--- src/rtl/rom_dl_pkg.sv ---
// Shared types and constants for the ROM download controller (region map,
// FSM states, reference checksum used when ROM_DL_CKSUM_EN is defined).
package rom_dl_pkg;

    typedef enum logic [2:0] {
        ST_IDLE,
        ST_LOAD,
        ST_STALL,
        ST_HOLD,
        ST_DONE
    } dl_state_t;

    typedef enum logic [2:0] {
        RGN_CPU,
        RGN_SND,
        RGN_CHAR,
        RGN_SPRITE,
        RGN_PROM,
        RGN_NONE
    } rgn_t;

    localparam logic [15:0] CPU_BASE     = 16'h0000;
    localparam logic [15:0] SND_BASE     = 16'h8000;
    localparam logic [15:0] CHAR_BASE    = 16'hA000;
    localparam logic [15:0] SPRITE_BASE  = 16'hC000;
    localparam logic [15:0] PROM_BASE    = 16'hE000;

    // Inclusive upper address of each region.
    localparam logic [15:0] CPU_LIMIT    = 16'h7FFF;
    localparam logic [15:0] SND_LIMIT    = 16'h9FFF;
    localparam logic [15:0] CHAR_LIMIT   = 16'hBFFF;
    localparam logic [15:0] SPRITE_LIMIT = 16'hDFFF;
    localparam logic [15:0] PROM_LIMIT   = 16'hE21F;

    localparam logic [7:0]  CKSUM_EXP    = 8'hF0;

    function automatic logic [4:0] rgn_onehot(input rgn_t r);
        logic [4:0] oh;
        case (r)
            RGN_CPU:    oh = 5'b00001;
            RGN_SND:    oh = 5'b00010;
            RGN_CHAR:   oh = 5'b00100;
            RGN_SPRITE: oh = 5'b01000;
            RGN_PROM:   oh = 5'b10000;
            default:    oh = '0;
        endcase
        return oh;
    endfunction

    function automatic logic [16:0] sat_inc(input logic [16:0] v);
        return (v == '1) ? v : v + 17'd1;
    endfunction

endpackage

--- src/rtl/rom_dl_decode.sv ---
// Combinational region decoder: one-hot region, region-relative offset and
// out-of-map flag for a download byte address.
module rom_dl_decode
    import rom_dl_pkg::*;
(
    input  logic [24:0] addr,
    output logic [4:0]  rgn_oh,
    output logic [15:0] offset,
    output logic        oom
);

    logic [15:0] a16;
    logic [15:0] base;
    rgn_t        rgn;

    assign a16 = addr[15:0];

    always_comb begin
        rgn  = RGN_NONE;
        base = '0;
        if (a16 <= CPU_LIMIT) begin
            rgn  = RGN_CPU;
            base = CPU_BASE;
        end else if (a16 <= SND_LIMIT) begin
            rgn  = RGN_SND;
            base = SND_BASE;
        end else if (a16 <= CHAR_LIMIT) begin
            rgn  = RGN_CHAR;
            base = CHAR_BASE;
        end else if (a16 <= SPRITE_LIMIT) begin
            rgn  = RGN_SPRITE;
            base = SPRITE_BASE;
        end else if (a16 <= PROM_LIMIT) begin
            rgn  = RGN_PROM;
            base = PROM_BASE;
        end
        if (addr[24:16] != '0) begin
            rgn  = RGN_NONE;
            base = '0;
        end
        oom    = (rgn == RGN_NONE);
        offset = a16 - base;
        rgn_oh = rgn_onehot(rgn);
    end

endmodule

--- src/rtl/rom_dl_ctrl.sv ---
// ROM download controller: routes hps_io bytes to region write ports, stalls on
// busy targets and holds the core in reset until a valid image is loaded.
// Optional ROM_DL_CKSUM_EN adds an 8-bit image checksum (dl_sum) to the pass check.
module rom_dl_ctrl
    import rom_dl_pkg::*;
#(
    parameter logic [16:0] EXP_BYTES = 17'd57888,
    parameter logic [7:0]  HOLD_CYC  = 8'd16
) (
    input  logic        clk_sys,
    input  logic        reset_n,
    input  logic        ioctl_download,
    input  logic        ioctl_wr,
    input  logic [24:0] ioctl_addr,
    input  logic [7:0]  ioctl_dout,
    output logic        ioctl_wait,
    input  logic [4:0]  tgt_busy,
    output logic [15:0] dn_addr,
    output logic [7:0]  dn_data,
    output logic [4:0]  dn_we,
    output logic        core_reset,
    output logic        dl_done,
    output logic        dl_err
`ifdef ROM_DL_CKSUM_EN
    ,
    output logic [7:0]  dl_sum
`endif
);

    dl_state_t   state;
    logic        dl_prev;
    logic [16:0] byte_cnt;
    logic        err_flag;
    logic [7:0]  hold_cnt;
    logic [4:0]  held_we;
    logic        fall_pend;

    logic [4:0]  dec_we;
    logic [15:0] dec_off;
    logic        dec_oom;
    logic        dl_rise;
    logic        dl_fall;
    logic        stall_req;
    logic        hold_last;
    logic        img_ok;

    rom_dl_decode u_decode (
        .addr   (ioctl_addr),
        .rgn_oh (dec_we),
        .offset (dec_off),
        .oom    (dec_oom)
    );

    assign dl_rise   = ioctl_download & ~dl_prev;
    assign dl_fall   = ~ioctl_download & dl_prev;
    assign stall_req = ioctl_wr & ~dec_oom & (|(dec_we & tgt_busy));
    assign hold_last = ({1'b0, hold_cnt} + 9'd1) >= {1'b0, HOLD_CYC};

`ifdef ROM_DL_CKSUM_EN
    assign img_ok = (byte_cnt == EXP_BYTES) && !err_flag && (dl_sum == CKSUM_EXP);
`else
    assign img_ok = (byte_cnt == EXP_BYTES) && !err_flag;
`endif

    // dl_prev resets high so a download already active at reset release is
    // not mistaken for a new rising edge.
    always_ff @(posedge clk_sys or negedge reset_n) begin
        if (!reset_n) begin
            state      <= ST_IDLE;
            dl_prev    <= 1'b1;
            byte_cnt   <= '0;
            err_flag   <= 1'b0;
            hold_cnt   <= '0;
            held_we    <= '0;
            fall_pend  <= 1'b0;
            dn_we      <= '0;
            dn_addr    <= '0;
            dn_data    <= '0;
            ioctl_wait <= 1'b0;
            core_reset <= 1'b1;
            dl_done    <= 1'b0;
            dl_err     <= 1'b0;
`ifdef ROM_DL_CKSUM_EN
            dl_sum     <= '0;
`endif
        end else begin
            dl_prev <= ioctl_download;
            dn_we   <= '0;
            case (state)
                ST_IDLE, ST_DONE: begin
                    if (dl_rise) begin
                        state      <= ST_LOAD;
                        byte_cnt   <= '0;
                        err_flag   <= 1'b0;
                        fall_pend  <= 1'b0;
                        core_reset <= 1'b1;
                        dl_done    <= 1'b0;
                        dl_err     <= 1'b0;
`ifdef ROM_DL_CKSUM_EN
                        dl_sum     <= '0;
`endif
                    end
                end
                ST_LOAD: begin
                    if (ioctl_wr) begin
                        if (dec_oom) begin
                            err_flag <= 1'b1;
                        end else begin
                            // Address/data are captured now; a stalled byte only delays dn_we.
                            dn_addr <= dec_off;
                            dn_data <= ioctl_dout;
                            if (stall_req) begin
                                held_we    <= dec_we;
                                ioctl_wait <= 1'b1;
                                fall_pend  <= dl_fall;
                                state      <= ST_STALL;
                            end else begin
                                dn_we    <= dec_we;
                                byte_cnt <= sat_inc(byte_cnt);
`ifdef ROM_DL_CKSUM_EN
                                dl_sum   <= dl_sum + ioctl_dout;
`endif
                            end
                        end
                    end
                    if (dl_fall && !stall_req) begin
                        hold_cnt <= '0;
                        state    <= ST_HOLD;
                    end
                end
                ST_STALL: begin
                    if (dl_fall) begin
                        fall_pend <= 1'b1;
                    end
                    if (!(|(held_we & tgt_busy))) begin
                        dn_we      <= held_we;
                        ioctl_wait <= 1'b0;
                        byte_cnt   <= sat_inc(byte_cnt);
`ifdef ROM_DL_CKSUM_EN
                        dl_sum     <= dl_sum + dn_data;
`endif
                        if (fall_pend || dl_fall) begin
                            hold_cnt <= '0;
                            state    <= ST_HOLD;
                        end else begin
                            state    <= ST_LOAD;
                        end
                    end
                end
                ST_HOLD: begin
                    if (hold_last) begin
                        state      <= ST_DONE;
                        dl_done    <= img_ok;
                        dl_err     <= !img_ok;
                        core_reset <= !img_ok;
                    end else begin
                        hold_cnt <= hold_cnt + 8'd1;
                    end
                end
                default: begin
                    state <= ST_IDLE;
                end
            endcase
        end
    end

endmodule
--- config.mk ---
export PLATFORM = sky130hd
export DESIGN_NAME = rom_dl_ctrl
export DESIGN_NICKNAME = d
export VERILOG_FILES = /design/src/rtl/rom_dl_pkg.sv /design/src/rtl/rom_dl_decode.sv /design/src/rtl/rom_dl_ctrl.sv
export SDC_FILE = /design/constraint.sdc
export NUM_CORES = 1
export LEC_CHECK = 0
export ABC_AREA = 1
export CORE_MARGIN = 4
export CORE_UTILIZATION = 50
export DETAILED_ROUTE_END_ITERATION = 10
export DONT_BUFFER_PORTS = 1
export MAX_ROUTING_LAYER = met4
export SKIP_CTS_REPAIR_TIMING = 1
export SYNTH_ARGS = -nofsm -noshare
export SYNTH_HDL_FRONTEND = slang
export SYNTH_SLANG_ARGS = --single-unit
--- constraint.sdc ---
create_clock -name clk_sys -period 4.1 [get_ports clk_sys]
set_input_delay 0.615 -clock clk_sys [delete_from_list [all_inputs] [get_ports clk_sys]]
set_output_delay 0.615 -clock clk_sys [all_outputs]
set_load 0.005 [all_outputs]
## Word level (Yosys, flattened, before mapping)

Index checks and enable logic that the tools add are counted.
W data, S select, Z words.

| storage, ports and cells | value |
|---|---|
| output and inout bits | 33 |
| input port bits | 42 |
| word-level logic and storage cells | 144 |
| register bits after elaboration | 69 |

| cells by class | value |
|---|---|
| add/subtract/negate cells | 4 |
| bitwise operators | 9 |
| $lt $le $gt $ge | 6 |
| reduce and logical (&&, ||, !) cells | 26 |
| mux-type cells | 59 |
| equal/unequal tests | 26 |

Operators with widths:

| kind | number |
|---|---|
| $mux W17 | 6 |
| $mux W16 | 6 |
| $le A16 B16 Y1 const B | 4 |
| $pmux W17 S3 | 1 |
| $mux W3 | 12 |
| $mux W8 | 4 |
| $pmux W5 S5 | 1 |
| $ne A2 B2 Y1 const B | 12 |
| $pmux W8 S3 | 1 |
| $mux W5 | 4 |
| $reduce_and A6 Y1 | 3 |
| $add A17 B1 Y17 const B | 1 |
| $eq A17 B16 Y1 const B | 1 |
| $eq A17 B17 Y1 const B | 1 |
| $le A16 B15 Y1 const B | 1 |
| $sub A16 B16 Y16 | 1 |
| $mux W1 | 15 |
| $eq A3 B2 Y1 const B | 4 |
| $pmux W3 S4 | 1 |
| $and A5 B5 Y5 | 2 |
| $pmux W1 S2 | 5 |
| $pmux W5 S2 | 1 |
| $reduce_and A5 Y1 | 2 |
| $reduce_or A5 Y1 | 2 |
| other kinds (20) | 39 |

## Depth between registers and ports, before layout

Gate-level depths: netlist (run 1).

| logic depth | value |
|---|---|
| depth in word-level cells | 17 |
| depth in mapped cells | 15 |
| depth with buffers taken out | 15 |

## Hierarchy

Synthesis (run 1) repeated with hierarchy kept, for this count alone.

| second synthesis, totals | value |
|---|---|
| cell total of the unflattened synthesis | 549 |
| area total of the unflattened synthesis | 4010.1 µm² |

By module, submodules not included:

| module | cells an instance | sequential area each (µm²) | area an instance (µm²) | times used |
|---|---|---|---|---|
| rom_dl_ctrl | 476 | 1729.2 | 3623.5 | 1 |
| rom_dl_decode | 73 | 0.0 | 386.6 | 1 |

## Least setup slack after synthesis (run 1)

OpenSTA, ideal clock, no wires.

| path | value |
|---|---|
| path kind | input -> register |
| start | in ioctl_addr[19] |
| end | reg byte_cnt[11] |
| setup slack | 2.038 ns |
| stages on the path | 11 |
| arrival time | 1.945 ns |
| data required time | 3.983 ns |
| buffers on the path | 2 |
| setup time | 0.117 ns |
| cells stage by stage | nor2_1 -> nand3_1 -> nor2_4 -> nand2_1 -> nor2_4 -> o211a_1 -> buf_6 -> nand3_4 -> buf_8 -> nand2_1 -> nand2_1 |

| on the way | value |
|---|---|
| longest elaborated chain between the ends | 9 |
| elaborated cells between the ends (all ways) | 17 |
| classes of those cells | eq/ne: 7; mux: 2; bitwise: 4; reduce/logical: 4 |

Ends and longest elaborated chain:

| what | line | text |
|---|---|---|
| from (decl) | rom_dl_ctrl.sv:14 | `input logic [24:0] ioctl_addr,` |
| $reduce_bool A9 Y1 * | rom_dl_decode.sv:37 | `if (addr[24:16] != '0) begin` |
| $mux W3 * | rom_dl_decode.sv:37 |  |
| $eq A3 B3 Y1, or another cell as far along | rom_dl_pkg.sv:39 | `case (r)` |
| $pmux W5 S5 | rom_dl_pkg.sv:39 |  |
| $and A5 B5 Y5 | rom_dl_ctrl.sv:56 | `assign stall_req = ioctl_wr & ~dec_oom & (\|(dec_we & tgt_busy));` |
| $reduce_or A5 Y1 | rom_dl_ctrl.sv:56 |  |
| $and A1 B1 Y1 | rom_dl_ctrl.sv:56 |  |
| $ne A2 B2 Y1 (no source line) | n/a |  |
| $reduce_and A6 Y1 (no source line) * | n/a |  |
| to (signal assigned) | rom_dl_ctrl.sv:119 | `byte_cnt <= sat_inc(byte_cnt);` |
| to (signal assigned) | rom_dl_ctrl.sv:138 | `byte_cnt <= sat_inc(byte_cnt);` |
| to (decl) | rom_dl_ctrl.sv:32 | `logic [16:0] byte_cnt;` |

Mark *: on every way between the ends. The rest lies on a longest branch, timed or not.
A chain may end at the register's enable or synchronous reset.

## Worst setup path after layout (run 1)

| path | value |
|---|---|
| start | reg byte_cnt[1] |
| end | reg byte_cnt[11] |

| on the way | value |
|---|---|
| longest elaborated chain between the ends | 6 |
| elaborated cells between the ends (all ways) | 8 |
| classes of those cells | add/sub: 1; eq/ne: 1; mux: 6 |

Ends and longest elaborated chain:

| what | line | text |
|---|---|---|
| $add A17 B1 Y17 / $eq A17 B17 Y1 (equally long branches) | rom_dl_pkg.sv:51 | `return (v == '1) ? v : v + 17'd1;` |
| $mux W17 * | rom_dl_pkg.sv:51 |  |
| $mux W17 | rom_dl_ctrl.sv:112 | `if (stall_req) begin` |
| $mux W17 | rom_dl_ctrl.sv:106 | `if (dec_oom) begin` |
| $mux W17 | rom_dl_ctrl.sv:105 | `if (ioctl_wr) begin` |
| $pmux W17 S3 * | rom_dl_ctrl.sv:89 | `case (state)` |

Mark *: on every way between the ends. The rest lies on a longest branch, timed or not. The select of a mux whose other input is x is not followed.

==> results of run 1 <==
## state kept, by name, summed over array words and instances (netlist names)
register,cells
dn_we,5
dn_addr,16
held_we,5
hold_cnt,8
dl_prev,1
dn_data,8
ioctl_wait,1
err_flag,1
fall_pend,1
state,3
dl_done,1
byte_cnt,17
dl_err,1
core_reset,1
## logic make-up (layout without fill, tap and decap cells)
kind of cell	after synthesis	count (layout)	share of synthesized area, %
AO/OA/AOI/OAI	39	39	5.64
XOR/XNOR	18	18	4.08
adder cells (fa/ha/maj)	7	7	2.46
buffers and inverters	60	67	7.00
flip-flops	69	69	44.8
multiplexers	21	21	6.12
AND/OR/NAND/NOR	240	240	29.9
## final cells by class
cell class / instances / area (um2) / area share, %
sequential: 69 / 1730 / 41.8
tap: 99 / 124 / 2.99
inverter: 50 / 190 / 4.60
timing repair buffer: 1 / 27.5 / 0.665
multi-input combinational: 325 / 1860 / 45.0
clock inverter: 7 / 81.3 / 1.97
clock buffer: 9 / 124 / 2.99
## layer usage
layer,part of all wire [%],global-route usage (%)
met1,46,25.0
met2,49,31.7
met3,4.3,4.46
met4,0.86,7.46
met5,0,-
## worst max-delay path by stage
| stage | from | end | slack (ps) | cells past startpoint |
|---|---|---|---|---|
| floorplan | ioctl_addr[19] | byte_cnt[11]$_DFFE_PN0P_ | 2040 | 11 |
| global placement | ioctl_addr[19] | byte_cnt[15]$_DFFE_PN0P_ | 1590 | 9 |
| detailed placement | ioctl_addr[21] | byte_cnt[9]$_DFFE_PN0P_ | 1530 | 9 |
| CTS | byte_cnt[1]$_DFFE_PN0P_ | byte_cnt[11]$_DFFE_PN0P_ | 1660 | 11 |
| global route | byte_cnt[1]$_DFFE_PN0P_ | byte_cnt[1]$_DFFE_PN0P_ | 1370 | 11 |
| finish | byte_cnt[1]$_DFFE_PN0P_ | byte_cnt[11]$_DFFE_PN0P_ | 1650 | 11 |
## worst max-delay path, cell delays in order (launching register included)
cell     delay [ps]
dfrtp_1         380
ha_1            200
nand3_1         160
nor2_1          270
nand3_1         110
nor2_1          180
ha_1            190
nand2_2          50
o211a_1         360
nand3_4         330
nand2_1          90
nand2_1          70
## metrics by stage
stage	hold WS [ps]	worst slack, ps	util (%)
detailed placement	321	1530	53.0
CTS	-73.8	1660	55.8
finish	96.9	1650	56.1
floorplan	319	2040	-
global route	74.1	1370	56.1
global placement	321	1590	53.0
## power breakdown
group	internal, mW	switching (mW)	total (mW)	leakage, nW
Sequential	0.726	0.0462	0.773	0.945
Combinational	0.156	0.435	0.591	0.988
Clock	0.289	0.295	0.584	0.101
Total	1.17	0.776	1.95	2.03
## cell usage in the layout (no fill, tap or decap), types with 2 or more instances in the layout
cell type and instances:
nand2_1 109, dfrtp_1 67, inv_1 46, nor2_1 43, nand3_1 30, nand4_1 26, mux2_2 21, o21ai_0 20
xor2_1 16, a21oi_1 10, clkbuf_8 9, nor3_1 7, nand2_2 6, ha_1 6, nor2_4 4, nor2_2 3
nand2_4 3, inv_2 3, inv_6 3, nand3_2 2, or2_2 2, o22ai_1 2, xnor2_1 2, clkinv_4 2
dfstp_2 2
==> metrics.yaml, run 1 <==
worst_hold_path:
  hp-class: "input pin to asynchronous set/reset pin"
sta:
  max_slew_margin_pct: 41.2
  slew_violations: 0
  tns_ps: 0
  worst-slew-pin-transition_ps: 876
  hold_viol: 0
  fmax_mhz: 409
  period_minus_slack_ps: 2450
  rsz0062_at_grt: "no"
  finalSetupViolCount: 0
  fin_crit_sh_pct: 59.7
  worst_clock_skew_ps: 8.17
clock_tree:
  htreeDepth: 3
  cts_root_buffer: "clkbuf_8"
  clk_path_buf_depth: 2
  clk_latency_ps: 350
  cts_tree: "built"
  cts_buffers: 9
  clock-sinks: 69
  clk_pin_slew_ps: 80
worst_setup_path:
  cp.required_ps: 4390
  rr_endpoint: "byte_cnt[11]$_DFFE_PN0P_"
  r2r_slack_ps: 1650
  cp_data_arrival_time_ps: 2740
  criticalPathCategory: "flip-flop to flip-flop"
  critPathMaxFanout: 18
  r2r-start: "byte_cnt[1]$_DFFE_PN0P_"
  rr_worst_depth: 11
  endpoint_kind: "flip-flop"
  start_kind: "flip-flop"
final_layout:
  final_cell_area_um2: 4140
  final_cells: 560
  drive_above_1_share_pct: 14.5
  syn_to_final_growth_pct: 7.16
  layout.nets: 505
  nFillCells: 688
  antenna_cells: 0
yosys:
  synth_top_cell_by_area: "dfrtp_1"
  ys_types: 41
  synth_seq_cells: 69
  ys_warn_count: 0
  avgSynthCellArea_um2: 8.50
  synth_nets: 503
  synth_top_area_share_pct: 43.4
  synthTopCellsByArea: "dfrtp_1 43%, nand2_1 11%, mux2_2 6.1%"
  syn-instance-count: 454
  async_flop_share_pct: 100
  synth-main-ff-cell: "dfrtp_1"
  synth_area_um2: 3860
  synth.most_common_cell: "nand2_1"
  synth_edf_count: 0
  yosysSeqAreaShare_pct: 44.8
  synth_commonest_cells: "109 x nand2_1, 67 x dfrtp_1, 46 x inv_1"
place:
  gp_congestion: 0.855
  dp_hpwl_mm: 5.77
  port_buffers: 0
  dp_cells: 543
  dpl-instance-area_um2: 3910
pwr:
  power_mw: 1.95
  p_per_area_nw_per_um2: 471
  cellLeakagePower_nw: 2.03
  peakVddDrop_mv: 0.244
global_route:
  grt_antenna_before_repair: 0
  grt_pass1_vias: 2970
  grt_overflow: 0
  grt_use_total_pct: 19.9
  grt_max_degree: 70
  grt_pass1_wl_mm: 13.9
job:
  max_cap_violations: 0
drt:
  dr.pass1.iters: 4
  dr_total_vias: 2939
  postRouteWirelength_mm: 8.17
  via_per_inst: 5.25
  dr.first_iter.drc_count: 129
  wl_per_cell_um: 14.6
  drc: 0
  drtAntennaViolNets: 0
floorplan:
  die_h_um: 95.9
  die_area_um2: 9190
  die_x_um: 95.9
  core_area_um2: 7370
  start_util_pct: 52.4
  io_pins: 75
  rows: 31
run_status:
  outcome: "finished, final reports clean"
Power figures use the tool's default switching activity.
==> inputs of run 2 (changes only) <==
clock period = 2.4 ns   (was 4.1 ns; I/O delays follow)
==> metrics.yaml, run 2 (synthesis gave the netlist of run 1 again) <==
worst_setup_path:
  path_buf_inv: 0
  r2r-start: "byte_cnt[0]$_DFFE_PN0P_"
  cp_data_arrival_time_ps: 2390
  path_cells: "ha_1, nand3_1, nor2_2, nand3_1, nor2_1, ha_1, nand2_2, o211a_1, nand3_4, nand2_1, nand2_1"
  cp-startpoint: "byte_cnt[0]$_DFFE_PN0P_"
  endpoint_kind: "flip-flop"
  start_kind: "flip-flop"
  r2r_slack_ps: 240
  criticalPathCategory: "flip-flop to flip-flop"
  crit_end: "byte_cnt[0]$_DFFE_PN0P_"
  rr_worst_depth: 11
  crit_family: "simple AND/OR/NAND/NOR gates"
  critical-path-slowest-cell: "dfrtp_1"
  critPathMaxFanout: 17
  cp.required_ps: 2630
  path_depth: 11
  rr_endpoint: "byte_cnt[0]$_DFFE_PN0P_"
  cpPeakStageDelay_ps: 410
clock_tree:
  cts_buffers: 9
  clock-sinks: 69
  clk_pin_slew_ps: 90
  htreeDepth: 3
  cts_tree: "built"
  clk_latency_ps: 340
  clk_path_buf_depth: 2
  cts_root_buffer: "clkbuf_8"
sta:
  worst_clock_skew_ps: 12.0
  hold_viol: 0
  period_minus_slack_ps: 2160
  tns_ps: 0
  max_slew_margin_pct: 63.6
  fin_crit_sh_pct: 89.9
  fmax_mhz: 463
  slew_violations: 0
  finalSetupViolCount: 0
  worst-slew-pin-transition_ps: 543
  rsz0062_at_grt: "no"
drt:
  dr.pass1.iters: 4
  dr_total_vias: 3001
  dr.first_iter.drc_count: 123
  postRouteWirelength_mm: 8.10
  via_per_inst: 5.26
  drc: 0
  wl_per_cell_um: 14.2
  drtAntennaViolNets: 0
final_layout:
  layout.nets: 516
  final_common_cell: "nand2_1"
  drive_above_1_share_pct: 16.3
  antenna_cells: 0
  syn_to_final_growth_pct: 9.49
  top_register: "byte_cnt"
  final_cell_mix: "109 x nand2_1, 67 x dfrtp_1, 46 x inv_1"
  largest_reg_flops: 17
  reg_top3: "byte_cnt x17, dn_addr x16"
floorplan:
  start_util_pct: 52.4
  rows: 31
  io_pins: 75
  die_x_um: 95.9
  die_h_um: 95.9
  die_area_um2: 9190
  core_area_um2: 7370
pwr:
  cellLeakagePower_nw: 2.09
  power_mw: 3.41
  p_per_area_nw_per_um2: 807
  peakVddDrop_mv: 0.439
global_route:
  grt_overflow: 0
  grt_pass1_wl_mm: 14.1
  grt_pass1_vias: 2978
  grt_use_total_pct: 20.2
  grt_max_degree: 70
  grt_antenna_before_repair: 0
place:
  port_buffers: 0
  gp_congestion: 0.915
  dp_hpwl_mm: 5.86
job:
  max_cap_violations: 0
worst_hold_path:
  hold_path_depth: 1
  hp-class: "input pin to flip-flop"
run_status:
  outcome: "finished, final reports clean"
[run 2: cell count changes in the layout (fill, tap and decap cells not counted)]
cell,change
buf_4,+9
nor2_1,-1
nor2_2,+1
dlygate4sd3_1,+2
[run 2: per-layer routing]
layer  vias up  GRT usage, %  part of all wire, %
met3         4          5.16                  4.5
met4         0          5.09                 0.64
met5         -             -                    0
met1      1410          25.7                   45
li1       1518             -                    -
met2        69          32.1                   49
[run 2: worst reg2reg max path: cells and delay by family (launching register included)]
kind | cells | cell delay (ps)
fa+ha+maj | 2 | 420
compound gates | 1 | 370
simple gates | 8 | 870
flops | 1 | 410
[run 2: area by class of cell]
type | count | area, um2
flip-flops and latches | 69 | 1730
inverters | 50 | 190
clock inverters | 7 | 81.3
fillers | 685 | 3140
multi-input cells | 325 | 1860
clock buffers | 9 | 124
well taps | 99 | 124
repair buffers | 12 | 115
[run 2: metrics by stage]
stage	utilization, %	setup slack, ps	cell area (um2)	hold slack (ps)	cells
after floorplan	-	496	3860	64.4	454
after global placement	53.9	330	3970	66.2	552
after detailed placement	53.9	232	3970	66.2	552
after CTS	56.7	202	4180	-325	568
after global routing	57.4	32.1	4230	126	571
final	57.4	242	4230	158	571
[run 2: where the power goes]
group	internal, mW	switching (mW)	total [mW]
logic	0.346	0.766	1.11
clock network	0.494	0.486	0.980
registers	1.24	0.0770	1.32
total	2.08	1.33	3.41
[run 2: worst min path at each step]
| stage | start | endpoint |
|---|---|---|
| final | ioctl_addr[0] | dn_addr[0]$_DFFE_PN0P_ |
| after global routing | ioctl_addr[8] | dn_addr[8]$_DFFE_PN0P_ |
| after CTS | reset_n | held_we[1]$_DFFE_PN0P_ |
| after detailed placement | reset_n | held_we[2]$_DFFE_PN0P_ |
| after global placement | reset_n | held_we[2]$_DFFE_PN0P_ |
| after floorplan | reset_n | byte_cnt[0]$_DFFE_PN0P_ |
